--- src/rtl/audio_frame_arbiter_pkg.sv ---
// Shared types and constants for the AC97 frame arbiter.
package audio_pkg;

  localparam int unsigned FRAME_W = 64;
  localparam logic [FRAME_W-1:0] IDLE_FRAME = '0;

  typedef enum logic {
    IDLE      = 1'b0,
    WAIT_BUSY = 1'b1
  } state_e;

endpackage

--- src/rtl/audio_frame_arbiter_if.sv ---
// Producer/shifter-side bundle of the frame arbiter.
interface audio_frame_arbiter_if
  import audio_pkg::*;
#(
  parameter int unsigned N_REQ = 3
) ();

  logic [N_REQ-1:0]         req;
  logic [N_REQ*FRAME_W-1:0] req_data;
  logic                     lock0;
  logic [N_REQ-1:0]         gnt;
  logic                     shft_ready;
  logic                     shft_load;
  logic [FRAME_W-1:0]       shft_data;
  logic [15:0]              frames_sent;
  logic                     timeout_err;

  modport master (
    output req, req_data, lock0, shft_ready,
    input  gnt, shft_load, shft_data, frames_sent, timeout_err
  );

  modport slave (
    input  req, req_data, lock0, shft_ready,
    output gnt, shft_load, shft_data, frames_sent, timeout_err
  );

endinterface

--- src/rtl/audio_frame_arbiter_rr_pick.sv ---
// Combinational round-robin picker: search starts just after ptr_i and wraps.
module rr_pick #(
  parameter int unsigned N_REQ = 3,
  parameter int unsigned PTR_W = (N_REQ > 1) ? $clog2(N_REQ) : 1
) (
  input  logic [N_REQ-1:0] req_i,
  input  logic [PTR_W-1:0] ptr_i,
  output logic [N_REQ-1:0] win_oh_o,
  output logic [PTR_W-1:0] win_idx_o,
  output logic             valid_o
);

  logic [PTR_W-1:0] cur;
  logic             found;

  // Walk N_REQ positions from ptr_i+1; first asserted request wins.
  always_comb begin
    win_oh_o  = '0;
    win_idx_o = '0;
    found     = 1'b0;
    cur       = ptr_i;
    for (int unsigned off = 0; off < N_REQ; off++) begin
      cur = (cur == PTR_W'(N_REQ - 1)) ? '0 : cur + 1'b1;
      if (!found && req_i[cur]) begin
        found          = 1'b1;
        win_idx_o      = cur;
        win_oh_o[cur]  = 1'b1;
      end
    end
    valid_o = found;
  end

endmodule

--- src/rtl/audio_frame_arbiter.sv ---
// Grants one frame slot per shifter ready window, round-robin with a
// requester-0 lock, optional idle-frame fill and a busy-drop timeout.
module audio_frame_arbiter
  import audio_pkg::*;
#(
  parameter int unsigned N_REQ        = 3,
  parameter int unsigned IDLE_FILL    = 1,
  parameter int unsigned BUSY_TIMEOUT = 255
) (
  input  logic                  clk,
  input  logic                  rst,
  audio_frame_arbiter_if.slave  bus
);

  localparam int unsigned PTR_W = (N_REQ > 1) ? $clog2(N_REQ) : 1;

  state_e             state_q, state_d;
  logic [PTR_W-1:0]   ptr_q, ptr_d;
  logic [N_REQ-1:0]   gnt_q, gnt_d;
  logic               load_q, load_d;
  logic [FRAME_W-1:0] data_q, data_d;
  logic [15:0]        frames_q, frames_d;
  logic [7:0]         cnt_q, cnt_d;
  logic               err_q, err_d;

  logic [N_REQ-1:0]   elig;
  logic [N_REQ-1:0]   win_oh;
  logic [PTR_W-1:0]   win_idx;
  logic               win_valid;
  logic [FRAME_W-1:0] win_data;

  // Lock restricts eligibility to requester 0; other requests remain pending.
  always_comb begin
    elig = bus.req;
    if (bus.lock0) elig = bus.req & N_REQ'(1);
  end

  rr_pick #(
    .N_REQ (N_REQ),
    .PTR_W (PTR_W)
  ) u_pick (
    .req_i     (elig),
    .ptr_i     (ptr_q),
    .win_oh_o  (win_oh),
    .win_idx_o (win_idx),
    .valid_o   (win_valid)
  );

  // Select the winning requester's frame from the flattened bus.
  always_comb begin
    win_data = '0;
    for (int unsigned i = 0; i < N_REQ; i++) begin
      if (win_oh[i]) win_data = bus.req_data[FRAME_W*i +: FRAME_W];
    end
  end

  // Next-state and registered-output decisions.
  always_comb begin
    state_d  = state_q;
    ptr_d    = ptr_q;
    gnt_d    = '0;
    load_d   = 1'b0;
    data_d   = data_q;
    frames_d = frames_q;
    cnt_d    = cnt_q;
    err_d    = err_q;
    unique case (state_q)
      IDLE: begin
        cnt_d = '0;
        if (bus.shft_ready) begin
          if (win_valid) begin
            gnt_d    = win_oh;
            load_d   = 1'b1;
            data_d   = win_data;
            frames_d = frames_q + 16'd1;
            ptr_d    = win_idx;
            state_d  = WAIT_BUSY;
          end else if (IDLE_FILL != 0) begin
            load_d  = 1'b1;
            data_d  = IDLE_FRAME;
            state_d = WAIT_BUSY;
          end
        end
      end
      WAIT_BUSY: begin
        if (!bus.shft_ready) begin
          cnt_d   = '0;
          state_d = IDLE;
        end else if (cnt_q == 8'(BUSY_TIMEOUT - 1)) begin
          cnt_d   = '0;
          err_d   = 1'b1;
          state_d = IDLE;
        end else begin
          cnt_d = cnt_q + 8'd1;
        end
      end
      default: state_d = IDLE;
    endcase
  end

  // State and output registers with synchronous reset.
  always_ff @(posedge clk) begin
    if (rst) begin
      state_q  <= IDLE;
      ptr_q    <= PTR_W'(N_REQ - 1);
      gnt_q    <= '0;
      load_q   <= 1'b0;
      data_q   <= '0;
      frames_q <= '0;
      cnt_q    <= '0;
      err_q    <= 1'b0;
    end else begin
      state_q  <= state_d;
      ptr_q    <= ptr_d;
      gnt_q    <= gnt_d;
      load_q   <= load_d;
      data_q   <= data_d;
      frames_q <= frames_d;
      cnt_q    <= cnt_d;
      err_q    <= err_d;
    end
  end

  assign bus.gnt         = gnt_q;
  assign bus.shft_load   = load_q;
  assign bus.shft_data   = data_q;
  assign bus.frames_sent = frames_q;
  assign bus.timeout_err = err_q;

endmodule

--- src/flat_wrapper.sv ---
// flat-port wrapper written by rule: the top's interface ports become plain ports
module audio_frame_arbiter_flat import audio_pkg::*;
#(
  parameter int unsigned N_REQ        = 3,
  parameter int unsigned IDLE_FILL    = 1,
  parameter int unsigned BUSY_TIMEOUT = 255
)
  (clk, rst, bus_req, bus_req_data, bus_lock0, bus_shft_ready, bus_gnt, bus_shft_load, bus_shft_data, bus_frames_sent, bus_timeout_err);
  audio_frame_arbiter_if #(.N_REQ(N_REQ)) bus_i ();
  input  logic clk;
  input  logic rst;
  input wire logic [$bits(bus_i.req)-1:0] bus_req;
  input wire logic [$bits(bus_i.req_data)-1:0] bus_req_data;
  input wire logic [$bits(bus_i.lock0)-1:0] bus_lock0;
  input wire logic [$bits(bus_i.shft_ready)-1:0] bus_shft_ready;
  output wire logic [$bits(bus_i.gnt)-1:0] bus_gnt;
  output wire logic [$bits(bus_i.shft_load)-1:0] bus_shft_load;
  output wire logic [$bits(bus_i.shft_data)-1:0] bus_shft_data;
  output wire logic [$bits(bus_i.frames_sent)-1:0] bus_frames_sent;
  output wire logic [$bits(bus_i.timeout_err)-1:0] bus_timeout_err;
  assign bus_i.req = bus_req;
  assign bus_i.req_data = bus_req_data;
  assign bus_i.lock0 = bus_lock0;
  assign bus_i.shft_ready = bus_shft_ready;
  assign bus_gnt = bus_i.gnt;
  assign bus_shft_load = bus_i.shft_load;
  assign bus_shft_data = bus_i.shft_data;
  assign bus_frames_sent = bus_i.frames_sent;
  assign bus_timeout_err = bus_i.timeout_err;
  audio_frame_arbiter #(.N_REQ(N_REQ), .IDLE_FILL(IDLE_FILL), .BUSY_TIMEOUT(BUSY_TIMEOUT)) u_core (.clk(clk), .rst(rst), .bus(bus_i));
endmodule
--- config.mk ---
export PLATFORM = sky130hd
export DESIGN_NAME = audio_frame_arbiter_flat
export DESIGN_NICKNAME = d
export VERILOG_FILES = /design/src/rtl/audio_frame_arbiter_pkg.sv /design/src/rtl/audio_frame_arbiter_if.sv /design/src/rtl/audio_frame_arbiter_rr_pick.sv /design/src/rtl/audio_frame_arbiter.sv /design/src/flat_wrapper.sv
export SDC_FILE = /design/constraint.sdc
export NUM_CORES = 1
export LEC_CHECK = 0
export BUFFER_PORTS_ARGS = -buffer_cell sky130_fd_sc_hd__buf_2
export CAP_MARGIN = 20
export CELL_PAD_IN_SITES_DETAIL_PLACEMENT = 1
export CELL_PAD_IN_SITES_GLOBAL_PLACEMENT = 1
export CORE_UTILIZATION = 30
export DETAILED_ROUTE_END_ITERATION = 10
export GPL_ROUTABILITY_DRIVEN = 0
export HOLD_SLACK_MARGIN = 0.1
export PLACE_DENSITY_LB_ADDON = 0.1
export SYNTH_ARGS = -nofsm -noshare
export SYNTH_HDL_FRONTEND = slang
export SYNTH_HIERARCHICAL = 1
export SYNTH_SLANG_ARGS = --single-unit
export TNS_END_PERCENT = 50
--- constraint.sdc ---
create_clock -name clk -period 3.75 [get_ports clk]
set_input_delay 0.5625 -clock clk [delete_from_list [all_inputs] [get_ports clk]]
set_output_delay 0.5625 -clock clk [all_outputs]
set_load 0.02 [all_outputs]
# --- Word-level counts from Yosys, hierarchy flattened ---
# Index checks and enable logic that the tools add are counted.
totals:
  elab_cells: 76
  regBits: 96
  in_bits: 199
classes:
  bitwise_logic: 5
  reduce_logical: 12
  mux: 36
  n_eq_ne: 4
  n_lt_le_gt_ge: 6
  addsub: 5
ops:
  columns: ["operator", "count"]
  rows:
  - ["$mux W64", 4]
  - ["$add A16 B1 Y16 const B", 1]
  - ["$mux W8", 2]
  - ["$pmux W8 S2", 1]
  - ["$mux W1", 12]
  - ["$mux W2", 6]
  - ["$mux W3", 4]
  - ["$lt A2 B3 Y1 const B", 3]
  - ["$add A8 B1 Y8 const B", 1]
  - ["$eq A8 B8 Y1 const B", 1]
  - ["$add A2 B1 Y2 const B", 3]
  - ["$bmux W1 S2", 3]
  - ["$demux W1 S2", 3]
  - ["$eq A2 B2 Y1 const B", 3]
  - ["$ge A2 B1 Y1 const B", 3]
  - ["$or A3 B3 Y3", 2]
  - ["$reduce_and A3 Y1", 2]
  - ["$logic_and A1 B1 Y1", 5]
  - ["$reduce_or A4 Y1", 1]
  - ["$not A1 Y1", 3]
  - ["$logic_not A1 Y1", 2]
  - ["$pmux W1 S2", 1]
  - ["$reduce_and A2 Y1", 1]
  - ["$reduce_or A2 Y1", 1]

# --- Depth between registers and ports, before layout ---
# Gate-level depths: netlist (run 1).
depth:
  ltp_word: 16
  mapped_depth: 9
  ltp_nobuf: 7

# --- Modules after synthesis ---
# The synthesis (run 1) kept the hierarchy.
modules_own_cells:
  columns: ["mod", "area_per_inst_um2", "cells_per_inst", "n_inst"]
  rows:
  - ["audio_frame_arbiter", 4483.0, 515, 1]
  - ["rr_pick", 85.1, 11, 1]

# --- Worst setup path before layout (run 1) ---
# No wires, ideal clock.
synth_timing:
  path_type: "input to register"
  start: "in bus_req[1]"
  end: "reg u_core.data_q[45] (netlist: u_core/bus.shft_data[45])"
  cell_stages: 8
  setup_slack_ns: 1.571
  n_path_buf: 2
  arrival_ns: 2.119
  setup_time_ns: 0.059
  path_cell_list: "nor2b_1 -> inv_1 -> o32ai_1 -> buf_2 -> clkbuf_1 -> a22oi_1 -> o21ai_0 -> a22o_1"
synth_via:
  word_cells_on_any_way: 23
  classes_between: "17 x mux; 2 x bitwise; 4 x reduce/logical"
synth_rtl:
  columns: ["element", "line", "text"]
  rows:
  - ["start: declaration", "flat_wrapper.sv:12", "input wire logic [$bits(bus_i.req)-1:0] bus_req;"]
  - ["$mux W3 (*)", "audio_frame_arbiter.sv:35", "if (bus.lock0) elig = bus.req & N_REQ'(1);"]
  - ["$bmux W1 S2", "audio_frame_arbiter_rr_pick.sv:24", "if (!found && req_i[cur]) begin"]
  - ["$mux W1 (implied by the code)", "audio_frame_arbiter_rr_pick.sv:24", null]
  - ["$mux W1", "audio_frame_arbiter_rr_pick.sv:24", null]
  - ["$logic_not A1 Y1", "audio_frame_arbiter_rr_pick.sv:24", null]
  - ["$logic_and A1 B1 Y1", "audio_frame_arbiter_rr_pick.sv:24", null]
  - ["$mux W1", "audio_frame_arbiter_rr_pick.sv:24", null]
  - ["$logic_not A1 Y1", "audio_frame_arbiter_rr_pick.sv:24", null]
  - ["$logic_and A1 B1 Y1", "audio_frame_arbiter_rr_pick.sv:24", null]
  - ["$mux W3 (*)", "audio_frame_arbiter_rr_pick.sv:24", null]
  - ["named net u_core.win_oh[1]", "audio_frame_arbiter.sv:27", "logic [N_REQ-1:0] win_oh;"]
  - ["$mux W64 (*) (2 in a row)", "audio_frame_arbiter.sv:53", "if (win_oh[i]) win_data = bus.req_data[FRAME_W*i +: FRAME_W];"]
  - ["$mux W64 (*)", "audio_frame_arbiter.sv:71", "if (win_valid) begin"]
  - ["end signal: assignment", "audio_frame_arbiter.sv:117", "data_q <= data_d;"]
  - ["end: declaration", "audio_frame_arbiter.sv:21", "logic [FRAME_W-1:0] data_q, data_d;"]
# Mark *: on every way through the listed nets, which the timed path passes. The rest lies on a longest branch. The select of a mux whose other input is x is not followed.
# A chain may end at the register's enable or synchronous reset.

# --- Worst setup path in the final report (run 1) ---
layout_timing:
  start: "in bus_lock0"
  end: "reg u_core.data_q[58] (netlist: u_core/bus.shft_data[58])"
layout_via:
  word_cells_on_any_way: 23
  classes_between: "17 x mux; 2 x bitwise; 4 x reduce/logical"
layout_rtl:
  columns: ["element", "line", "text"]
  rows:
  - ["start: declaration", "flat_wrapper.sv:14", "input wire logic [$bits(bus_i.lock0)-1:0] bus_lock0;"]
  - ["$mux W3 (*)", "audio_frame_arbiter.sv:35", null]
  - ["named net u_core.elig[2]", "audio_frame_arbiter.sv:26", "logic [N_REQ-1:0] elig;"]
  - ["$bmux W1 S2", "audio_frame_arbiter_rr_pick.sv:24", null]
  - ["$mux W1 (implied by the code)", "audio_frame_arbiter_rr_pick.sv:24", null]
  - ["$mux W1", "audio_frame_arbiter_rr_pick.sv:24", null]
  - ["$logic_not A1 Y1", "audio_frame_arbiter_rr_pick.sv:24", null]
  - ["$logic_and A1 B1 Y1", "audio_frame_arbiter_rr_pick.sv:24", null]
  - ["$mux W1", "audio_frame_arbiter_rr_pick.sv:24", null]
  - ["$logic_not A1 Y1", "audio_frame_arbiter_rr_pick.sv:24", null]
  - ["$logic_and A1 B1 Y1", "audio_frame_arbiter_rr_pick.sv:24", null]
  - ["$mux W3 (*)", "audio_frame_arbiter_rr_pick.sv:24", null]
  - ["named net u_core.win_oh[1]", "audio_frame_arbiter.sv:27", null]
  - ["$mux W64 (*) (2 in a row)", "audio_frame_arbiter.sv:53", null]
  - ["$mux W64 (*)", "audio_frame_arbiter.sv:71", null]
# Marked as above.

==> results of run 1 <==
metal layers:
layer / vias up / GRT usage (%)
met1: 2319 / 23.5
met3: 26 / 5.61
met5: - / 0
met2: 190 / 39.3
met4: 0 / 9.04
li1: 2443 / -
how the worst min path moves through the flow:
stage                                          start  cells past startpoint                                    end  slack [ps]
6_report                  u_core/cnt_q[0]$_SDFF_PP0_                      1             u_core/cnt_q[0]$_SDFF_PP0_         460
2_1_floorplan             u_core/cnt_q[0]$_SDFF_PP0_                      1             u_core/cnt_q[0]$_SDFF_PP0_         430
3_3_place_gp              u_core/cnt_q[0]$_SDFF_PP0_                      1             u_core/cnt_q[0]$_SDFF_PP0_         440
5_1_grt        u_core/bus.shft_data[21]$_SDFFE_PP0P_                      1  u_core/bus.shft_data[21]$_SDFFE_PP0P_         490
3_5_place_dp              u_core/cnt_q[0]$_SDFF_PP0_                      1             u_core/cnt_q[0]$_SDFF_PP0_         450
4_1_cts          u_core/bus.timeout_err$_SDFFE_PP0P_                      2    u_core/bus.timeout_err$_SDFFE_PP0P_         470
power by group through the flow:
| stage | combinational [mW] | clock (mW) | sequential, mW |
|---|---|---|---|
| floorplan | 0.233 | 0 | 1.16 |
| global placement | 0.504 | 0 | 1.11 |
| detailed placement | 0.516 | 0 | 1.11 |
| CTS | 0.518 | 0.865 | 1.09 |
| global route | 0.561 | 0.914 | 1.10 |
| finish | 0.510 | 0.828 | 1.09 |
cell type report:
class / count / area [sq um] / area share (%)
diodes: 1 / 2.50 / 0.0391
clock buffers: 13 / 250 / 3.91
clock inverters: 1 / 5.00 / 0.0782
inverters: 8 / 30.0 / 0.469
multi-input cells: 376 / 2440 / 38.1
flip-flops and latches: 96 / 1920 / 30.0
well taps: 184 / 230 / 3.60
repair buffers: 290 / 1520 / 23.7
cell usage after synthesis:
master,count,area (sq um)
a211o_2,1,10.0
a21oi_1,7,35.0
a22o_1,66,578
a22o_2,1,10.0
a22oi_1,63,473
a31o_2,1,8.76
and2_1,4,25.0
and3b_1,1,8.76
and4_1,1,8.76
buf_1,1,3.75
buf_2,25,125
buf_6,3,33.8
clkbuf_1,17,63.8
dfxtp_1,96,1920
ha_1,3,37.5
inv_1,8,30.0
mux2_4,2,30.0
mux2i_1,2,20.0
nand2_1,71,267
nand2b_1,3,18.8
nand3_1,5,25.0
nand3b_1,3,22.5
nand4_1,3,18.8
nand4_4,1,21.3
nand4b_1,1,8.76
nand4b_2,1,15.0
nor2_1,29,109
nor2b_1,7,43.8
nor2b_4,1,13.8
nor3_1,4,20.0
nor3_4,1,16.3
nor4_1,4,25.0
o21ai_0,65,325
o21ai_1,4,20.0
o21bai_1,1,7.51
o32ai_1,3,26.3
or3_1,3,18.8
xnor2_1,10,87.6
xor2_1,4,35.0
state kept, by name, summed over array words and instances, names as in the netlist:
register                cells
u_core/bus.shft_data       64
u_core/bus.frames_sent     16
u_core/cnt_q                8
u_core/bus.gnt              3
u_core/ptr_q                2
u_core/bus.shft_load        1
u_core/bus.timeout_err      1
u_core/state_q              1
cell families (layout without fill, tap and decap cells):
logic type,Yosys count,after routing,synth area share (%)
XOR/XNOR,14,14,2.68
AO/OA/AOI/OAI,212,212,32.7
multiplexers,4,4,1.10
flip-flops,96,96,42.1
buffers and inverters,54,312,5.61
adder cells (fa/ha/maj),3,3,0.822
other,0,1,0
AND/OR/NAND/NOR,143,143,15.0
stage by stage:
stage	hold slack, ps	setup WS (ps)	std cells	cell area [sq um]	power (mW)
after detailed placement	454	812	954	6140	1.63
after CTS	466	1160	968	6400	2.48
after global routing	486	1040	969	6400	2.57
after floorplan	425	1570	526	4570	1.40
final	459	1200	969	6400	2.43
after global placement	438	968	954	6140	1.62
==> impl_results.md, run 1 <==
* Status: finished with violations
* Violated checks: design-rule violations
* Clock skew at 5.59 ps
* Worst setup path end: u_core/bus.shft_data[58]$_SDFFE_PP0P_
* Combinational power share at 21.0%
* Met3 wire length at 1.27 mm
* Gr ovfl total at 0
* Worst reg2reg startpoint: u_core/ptr_q[1]$_SDFFE_PP1P_
* Sequential power share at 44.9%
* Pwr/cell area at 380 nW/um^2
* Cells after Synth at 526
* Antenna viol nets, final at 0
* Worst hold path type: reg -> reg
* Postcts setup bufs at 0
* Final HPWL DP at 12.4 mm
* Worst EP arrival at 2830 ps
* H-tree depth at 3
* P_leak at 3.00 nW
* Critical-path top delay cell: nor2b_4
* Initial core utilization at 31.1%
* P&R area growth vs syn at 40.1%
* Syn Area/Cell at 8.68 sq um
* Final setup violation count at 0
* Buffers added on ports at 283
* Clk pwr share at 34.1%
* Largest net degree at the start of global routing at 68
* Final core occ at 43.5%
* Die width at 125 microns
* Fill cell count at 1804
* Most frequent CP cell: nor2b_4
* CTS Buf Count at 9
* Startpoint Class: input port
* GRT Total Usage at 21.5%
* Worst EP required at 4030 ps
* Sw Share at 28.2%
* Crit path buffers/inverters at 2
* WP depth at 9
* Yosys Warn Count at 6
* Clock latency at the later pin of the worst-skew pair at 340 ps
* Slew margin rel. at 49.8%
* Most common cell after layout, fill and taps aside: buf_2
* Final period util at 67.9%
* Cell internal pwr at 1.74 mW
* Distinct cell type count after synthesis at 39
* Crit. End Element: register
* CP max FO at 33
* DRT Pass-1 Iters at 8
* Remaining DRCs at 23
* Syn_nets at 728
* Setup_tns at 0 ps
* Routed length on met1 at 6.78 mm
* First-pass GRT wire length at 26.8 mm
* Worst setup path startpoint: bus_lock0
* FF-to-FF path depth at 6
* Initial antenna violation count at 1
* Drt wl/cell at 17.4 microns
* RSZ-0062 raised after global routing: false
* Reg2reg setup slack at 1460 ps
* Via-to-Cell Ratio at 5.14
* NumNets Final at 983
* Root Buffer: clkbuf_16
* CP cell instances: buf_2 > nor2b_1 > nor2b_4 > o32ai_4 > nor2b_4 > buf_12 > a22oi_1 > o21ai_0 > a22o_1
* # IOs at 284
* Yosys reg bits at 96
* DIE AREA at 15700 sq um
* Commonest non-fill, non-tap cells in the layout: buf_2 (283), dfxtp_1 (96), nand2_1 (71)
* Die Y at 125 microns
* Core area at 14700 sq um
* Max-cap viol count at 0
* Via count at 4978
* Worst-path clk slew at 60 ps
* Row count at 44
* Highest metal used: met4
* Final worst path period need at 2550 ps
* Post-cts resize count at 0
* Synthesized area at 4570 sq um
* Critical path class: in -> reg
* Seq/Total Area, Yosys at 42.1%
* DR iter-0 viols at 249
* Clk sink count at 96
* Share of cells above drive strength 1 at 40.2%
* Max clock buf depth at 2
* Final Max Slew Viols at 0
* Worst vdd ir at 0.174 mV
* Pin slew with the least headroom to its limit at 752 ps
* Hold Fails Final Rpt at 0
* WL met2 at 8.45 mm
* Fmax at 0.393 GHz
* RR Endpoint: u_core/bus.shft_data[58]$_SDFFE_PP0P_
* CTS tree: yes
* Delay-heaviest family, CP: simple AND/OR/NAND/NOR gates
* Vias in the first global route at 5213
* Switching Power at 0.686 mW
* Worst path max stage delay at 480 ps
* Routed wire length at 16.9 mm
* Hold_buf cts at 0
(Power assumes the default switching activity.)
==> run 2: changes to the inputs <==
==> constraint.sdc (replaced) <==
create_clock -name clk -period 2.4 [get_ports clk]
set_input_delay 0.36 -clock clk [delete_from_list [all_inputs] [get_ports clk]]
set_output_delay 0.36 -clock clk [all_outputs]
set_load 0.02 [all_outputs]
==> impl_results.md, run 2 (synthesis gave the netlist of run 1 again) <==
* Largest net degree at the start of global routing at 65
* Final setup violation count at 0
* Antenna viol nets, final at 0
* Vias in the first global route at 5233
* Dpl cells at 960
* Clock skew at 3.08 ps
* Clk pwr share at 36.9%
* Setup_tns at 0 ps
* Critical path class: in -> reg
* Initial antenna violation count at 2
* Worst EP arrival at 2300 ps
* CTS tree: yes
* Final worst path period need at 2010 ps
* Met1 Use GR at 23.5%
* Pin slew with the least headroom to its limit at 608 ps
* Drt wl/cell at 17.0 microns
* Worst-path clk slew at 60 ps
* Final Instance Area at 6530 sq um
* Worst EP required at 2690 ps
* Final non-filler cell total at 978
* Total power at 3.99 mW
* Die width at 125 microns
* Sequential power share at 42.8%
* Violated checks: design-rule violations
* CP max FO at 64
* Final period util at 83.8%
* Final Max Slew Viols at 0
* Max-cap viol count at 0
* DR iter-0 viols at 252
* Clock latency at the later pin of the worst-skew pair at 340 ps
* Core area at 14700 sq um
* Met2 Use GR at 39.5%
* # IOs at 284
* Row count at 44
* Final HPWL DP at 12.8 mm
* H-tree depth at 3
* DIE AREA at 15700 sq um
* Met3 usage at 4.84%
* Buffers added on ports at 283
* Via count at 4976
* Commonest non-fill, non-tap cells in the layout: buf_2 (283), dfxtp_1 (96), nand2_1 (71)
* Post-cts resize count at 0
* DRT Pass-1 Iters at 7
* CTS Buf Count at 9
* P_leak at 3.06 nW
* Switching Power at 1.11 mW
* Final core occ at 44.4%
* Root Buffer: clkbuf_16
* Gr ovfl total at 0
* Worst hold path type: in -> reg
* DP Area at 6200 sq um
* Max reg flops at 64
* Remaining DRCs at 23
* Worst vdd ir at 0.278 mV
* Startpoint Class: input port
* Crit. End Element: register
* Hold Fails Final Rpt at 0
* GRT Max-Usage Layer: met2
* Share of cells above drive strength 1 at 41.2%
* Slew margin rel. at 59.3%
* Clk sink count at 96
* Fill cell count at 1849
* Routed wire length at 16.7 mm
* Postcts setup bufs at 0
* RSZ-0062 raised after global routing: false
* Status: finished with violations
* GRT Total Usage at 21.3%
* NumNets Final at 990
* First-pass GRT wire length at 26.6 mm
* Combinational power share at 20.3%
* Pwr/cell area at 611 nW/um^2
* Fmax at 0.497 GHz
* P&R area growth vs syn at 42.9%
* Sw Share at 27.8%
* Die Y at 125 microns
* Initial core utilization at 31.1%
* Hold_buf cts at 0
* Most common cell after layout, fill and taps aside: buf_2
* Cell internal pwr at 2.88 mW
* Via-to-Cell Ratio at 5.09
* Max clock buf depth at 2
==> run 2: changes by cell type in the layout (fill, tap and decap cells not counted), sizes merged <==
cell and delta:
bufinv +1, clkinv +1, clkbuf -2, clkinvlp +2, buf +7
==> run 2: metal layers <==
layer	share of wire (%)	vias up	wire, microns
li1	-	2456	-
met1	40	2315	6700
met2	51	179	8470
met3	6.8	24	1130
met4	2.1	2	358
met5	0.078	-	13
==> run 2: stage by stage <==
stage                     hold WS, ps  setup WS (ps)
after global placement            436            162
after detailed placement          450           49.3
after floorplan                   425            424
after global routing              348            267
after CTS                         323            320
final                             332            389
==> run 2: critical path, cell delays in order <==
cell and delay [ps]:
buf_2 110, nor2b_1 300, inv_1 150, o32ai_4 430, buf_12 320, a22oi_1 160
o21ai_0 230, a22o_1 170
==> run 2: area by class of cell <==
type	instances	area [sq um]	share of cell area, %
multi-input combinational	376	2440	37.4
sequential	96	1920	29.4
timing repair buffer	297	1600	24.5
clock buffer	11	253	3.87
tap	184	230	3.53
clock inverter	5	55.1	0.843
inverter	8	30.0	0.460
antenna	1	2.50	0.0383
==> run 2: power groups by stage <==
stage	clock network [mW]	logic (mW)	registers, mW
6_report	1.47	0.811	1.71
5_1_grt	1.59	0.891	1.72
4_1_cts	1.52	0.817	1.71
3_5_place_dp	0	0.815	1.74
3_3_place_gp	0	0.799	1.74
2_1_floorplan	0	0.364	1.82
==> run 2: final timing paths <==
check,from,slack (ps),endpoint,depth (start not counted)
min,bus_req_data[153],330,u_core/bus.shft_data[25]$_SDFFE_PP0P_,4
max,bus_lock0,390,u_core/bus.shft_data[30]$_SDFFE_PP0P_,8
max reg2reg,u_core/ptr_q[1]$_SDFFE_PP1P_,450,u_core/bus.shft_data[30]$_SDFFE_PP0P_,6
min reg2reg,u_core/bus.timeout_err$_SDFFE_PP0P_,460,u_core/bus.timeout_err$_SDFFE_PP0P_,2
==> run 3: changes to the inputs <==
--- a/config.mk
+++ b/config.mk
@@ -9,7 +9,7 @@
 export CAP_MARGIN = 20
 export CELL_PAD_IN_SITES_DETAIL_PLACEMENT = 1
 export CELL_PAD_IN_SITES_GLOBAL_PLACEMENT = 1
-export CORE_UTILIZATION = 30
+export CORE_UTILIZATION = 27
 export DETAILED_ROUTE_END_ITERATION = 10
 export GPL_ROUTABILITY_DRIVEN = 0
 export HOLD_SLACK_MARGIN = 0.1
==> constraint.sdc (replaced) <==
create_clock -name clk -period 1.61 [get_ports clk]
set_input_delay 0.2415 -clock clk [delete_from_list [all_inputs] [get_ports clk]]
set_output_delay 0.2415 -clock clk [all_outputs]
set_load 0.02 [all_outputs]
==> impl_results.md, run 3 (synthesis gave the netlist of run 1 again) <==
* Status: finished with violations
* Violated checks: negative setup slack
* Worst reg2reg startpoint: u_core/ptr_q[1]$_SDFFE_PP1P_
* Die Y at 132 microns
* Reg2reg setup slack at -120 ps
* Worst-path clk slew at 70 ps
* Hold Fails Final Rpt at 0
* Pwr/cell area at 914 nW/um^2
* Fill cell count at 1975
* Area occupied by multi-input gates at 2770 sq um
* Total power at 6.76 mW
* Setup WS pre-CTS at -350 ps
* Worst hold endpoint: u_core/bus.shft_data[24]$_SDFFE_PP0P_
* Vias in the first global route at 5376
* Hold_buf cts at 0
* H-tree depth at 3
* CTS Buf Count at 9
* Via count at 5196
* Row count at 47
* Final worst path period need at 1730 ps
* Worst EP required at 1840 ps
* Max-cap viol count at 0
* Most common cell after layout, fill and taps aside: buf_2
* Buffers added on ports at 283
* Startpoint Class: register
* Worst path max stage delay at 390 ps
* Clock skew at 8.62 ps
* Pin slew with the least headroom to its limit at 429 ps
* Commonest non-fill, non-tap cells in the layout: buf_2 (283), dfxtp_1 (95), nand2_1 (71)
* Antenna viol nets, final at 0
* Critical path class: reg -> reg
* DRT Pass-1 Iters at 4
* Remaining DRCs at 0
* Root Buffer: clkbuf_16
* CP max FO at 5
* Final non-filler cell total at 1049
* RSZ-0062 raised after global routing: true
* Gr ovfl total at 0
* Delay-heaviest family, CP: compound AO/OA/AOI/OAI gates
* GRT Total Usage at 20.7%
* FF-to-FF path depth at 8
* Largest net degree at the start of global routing at 47
* Core area at 16500 sq um
* Worst vdd ir at 0.488 mV
* Crit. End Element: register
* Most frequent CP cell: nor2b_4
* Final setup violation count at 64
* NumNets Final at 1025
* Initial core utilization at 27.6%
* # IOs at 284
* CTS tree: yes
* Initial antenna violation count at 1
* DR iter-0 viols at 185
* Final period util at 107%
* P_leak at 3.36 nW
* Final WS setup at -116 ps
* Final Max Slew Viols at 0
* Dpl cells at 1023
* Routed wire length at 18.1 mm
* Clk sink count at 96
* Max clock buf depth at 2
* Max reg flops at 64
* Critical-path top delay cell: o32ai_4
* Clock latency at the later pin of the worst-skew pair at 350 ps
* CP cell instances: nor2b_4 > o32ai_4 > nor2b_4 > buf_8 > buf_12 > a22oi_1 > o21ai_1 > a22o_1
* Hold Crit Start: bus_req_data[152]
* Worst hold path type: in -> reg
* Via-to-Cell Ratio at 4.95
* Fmax at 0.579 GHz
* Storage cell area at 1930 sq um
* DIE AREA at 17400 sq um
* Final HPWL DP at 13.8 mm
* RR Endpoint: u_core/bus.shft_data[31]$_SDFFE_PP0P_
* Die width at 132 microns
* Crit path buffers/inverters at 2
* Drt wl/cell at 17.3 microns
* Slew margin rel. at 71.2%
* Worst EP arrival at 1960 ps
* P&R area growth vs syn at 61.8%
* Share of cells above drive strength 1 at 51.6%
* First-pass GRT wire length at 28.7 mm
* Worst hold stages at 4
-- run 3: cell count changes in the layout (fill, tap and decap cells not counted), sizes merged --
cell,delta
bufinv,+3
clkinv,-1
clkbuf,+1
buf,+34
clkinvlp,-2
-- run 3: tightest hold or removal path: cells and delay by family --
kind,cells,cell delay (ps)
buffers and inverters,1,70
AO/OA/AOI/OAI,2,180
AND/OR/NAND/NOR,1,40
-- run 3: layout make-up --
cell class / count / share of cell area [%]
multi-input combinational: 376 / 37.5
inverter: 8 / 0.406
sequential: 96 / 26.0
clock inverter: 5 / 1.74
antenna: 1 / 0.0338
timing repair buffer: 332 / 27.4
tap: 220 / 3.72
clock buffer: 11 / 3.15
-- run 3: metrics by stage --
stage | cell area, sq um | setup TNS, ps | hold WS [ps] | utilization [%]
2_1_floorplan | 4610 | -2820 | 401 | -
3_3_place_gp | 6510 | -16620 | 438 | 39.4
3_5_place_dp | 6510 | -21760 | 452 | 39.4
4_1_cts | 7210 | -1880 | 206 | 43.6
5_1_grt | 7390 | -9130 | 225 | 44.7
6_report | 7390 | -4280 | 220 | 44.7
-- run 3: how the worst max path moves through the flow --
stage	cells after the start	from	end	slack, ps
detailed placement	9	bus_lock0	u_core/bus.shft_data[41]$_SDFFE_PP0P_	-350
finish	8	u_core/ptr_q[1]$_SDFFE_PP1P_	u_core/bus.shft_data[31]$_SDFFE_PP0P_	-120
floorplan	9	bus_req[2]	u_core/bus.shft_data[54]$_SDFFE_PP0P_	-50
global route	8	u_core/ptr_q[1]$_SDFFE_PP1P_	u_core/bus.shft_data[10]$_SDFFE_PP0P_	-170
global placement	9	bus_lock0	u_core/bus.shft_data[31]$_SDFFE_PP0P_	-310
CTS	8	u_core/ptr_q[1]$_SDFFE_PP1P_	u_core/bus.shft_data[31]$_SDFFE_PP0P_	-70
-- run 3: where the power goes --
group | leakage (nW) | switching, mW | internal [mW]
combinational | 2.41 | 0.831 | 0.773
sequential | 0.780 | 0.0549 | 2.48
clock | 0.174 | 0.936 | 1.68
-- run 3: routing by layer --
| layer | wire length [microns] | GRT usage [%] | vias up |
|---|---|---|---|
| li1 | - | - | 2534 |
| met1 | 7460 | 24.1 | 2457 |
| met2 | 9120 | 36.9 | 188 |
| met3 | 1230 | 5.42 | 17 |
| met4 | 297 | 6.07 | 0 |
| met5 | 0 | 0 | - |
-- run 3: repair_timing --
action | CTS | global route
gates cloned | 2 | 1
resized for setup | 101 | 39
setup endpoints to repair | 64 | 64
pin swaps | 15 | 12
buffers inserted | 4 | 2
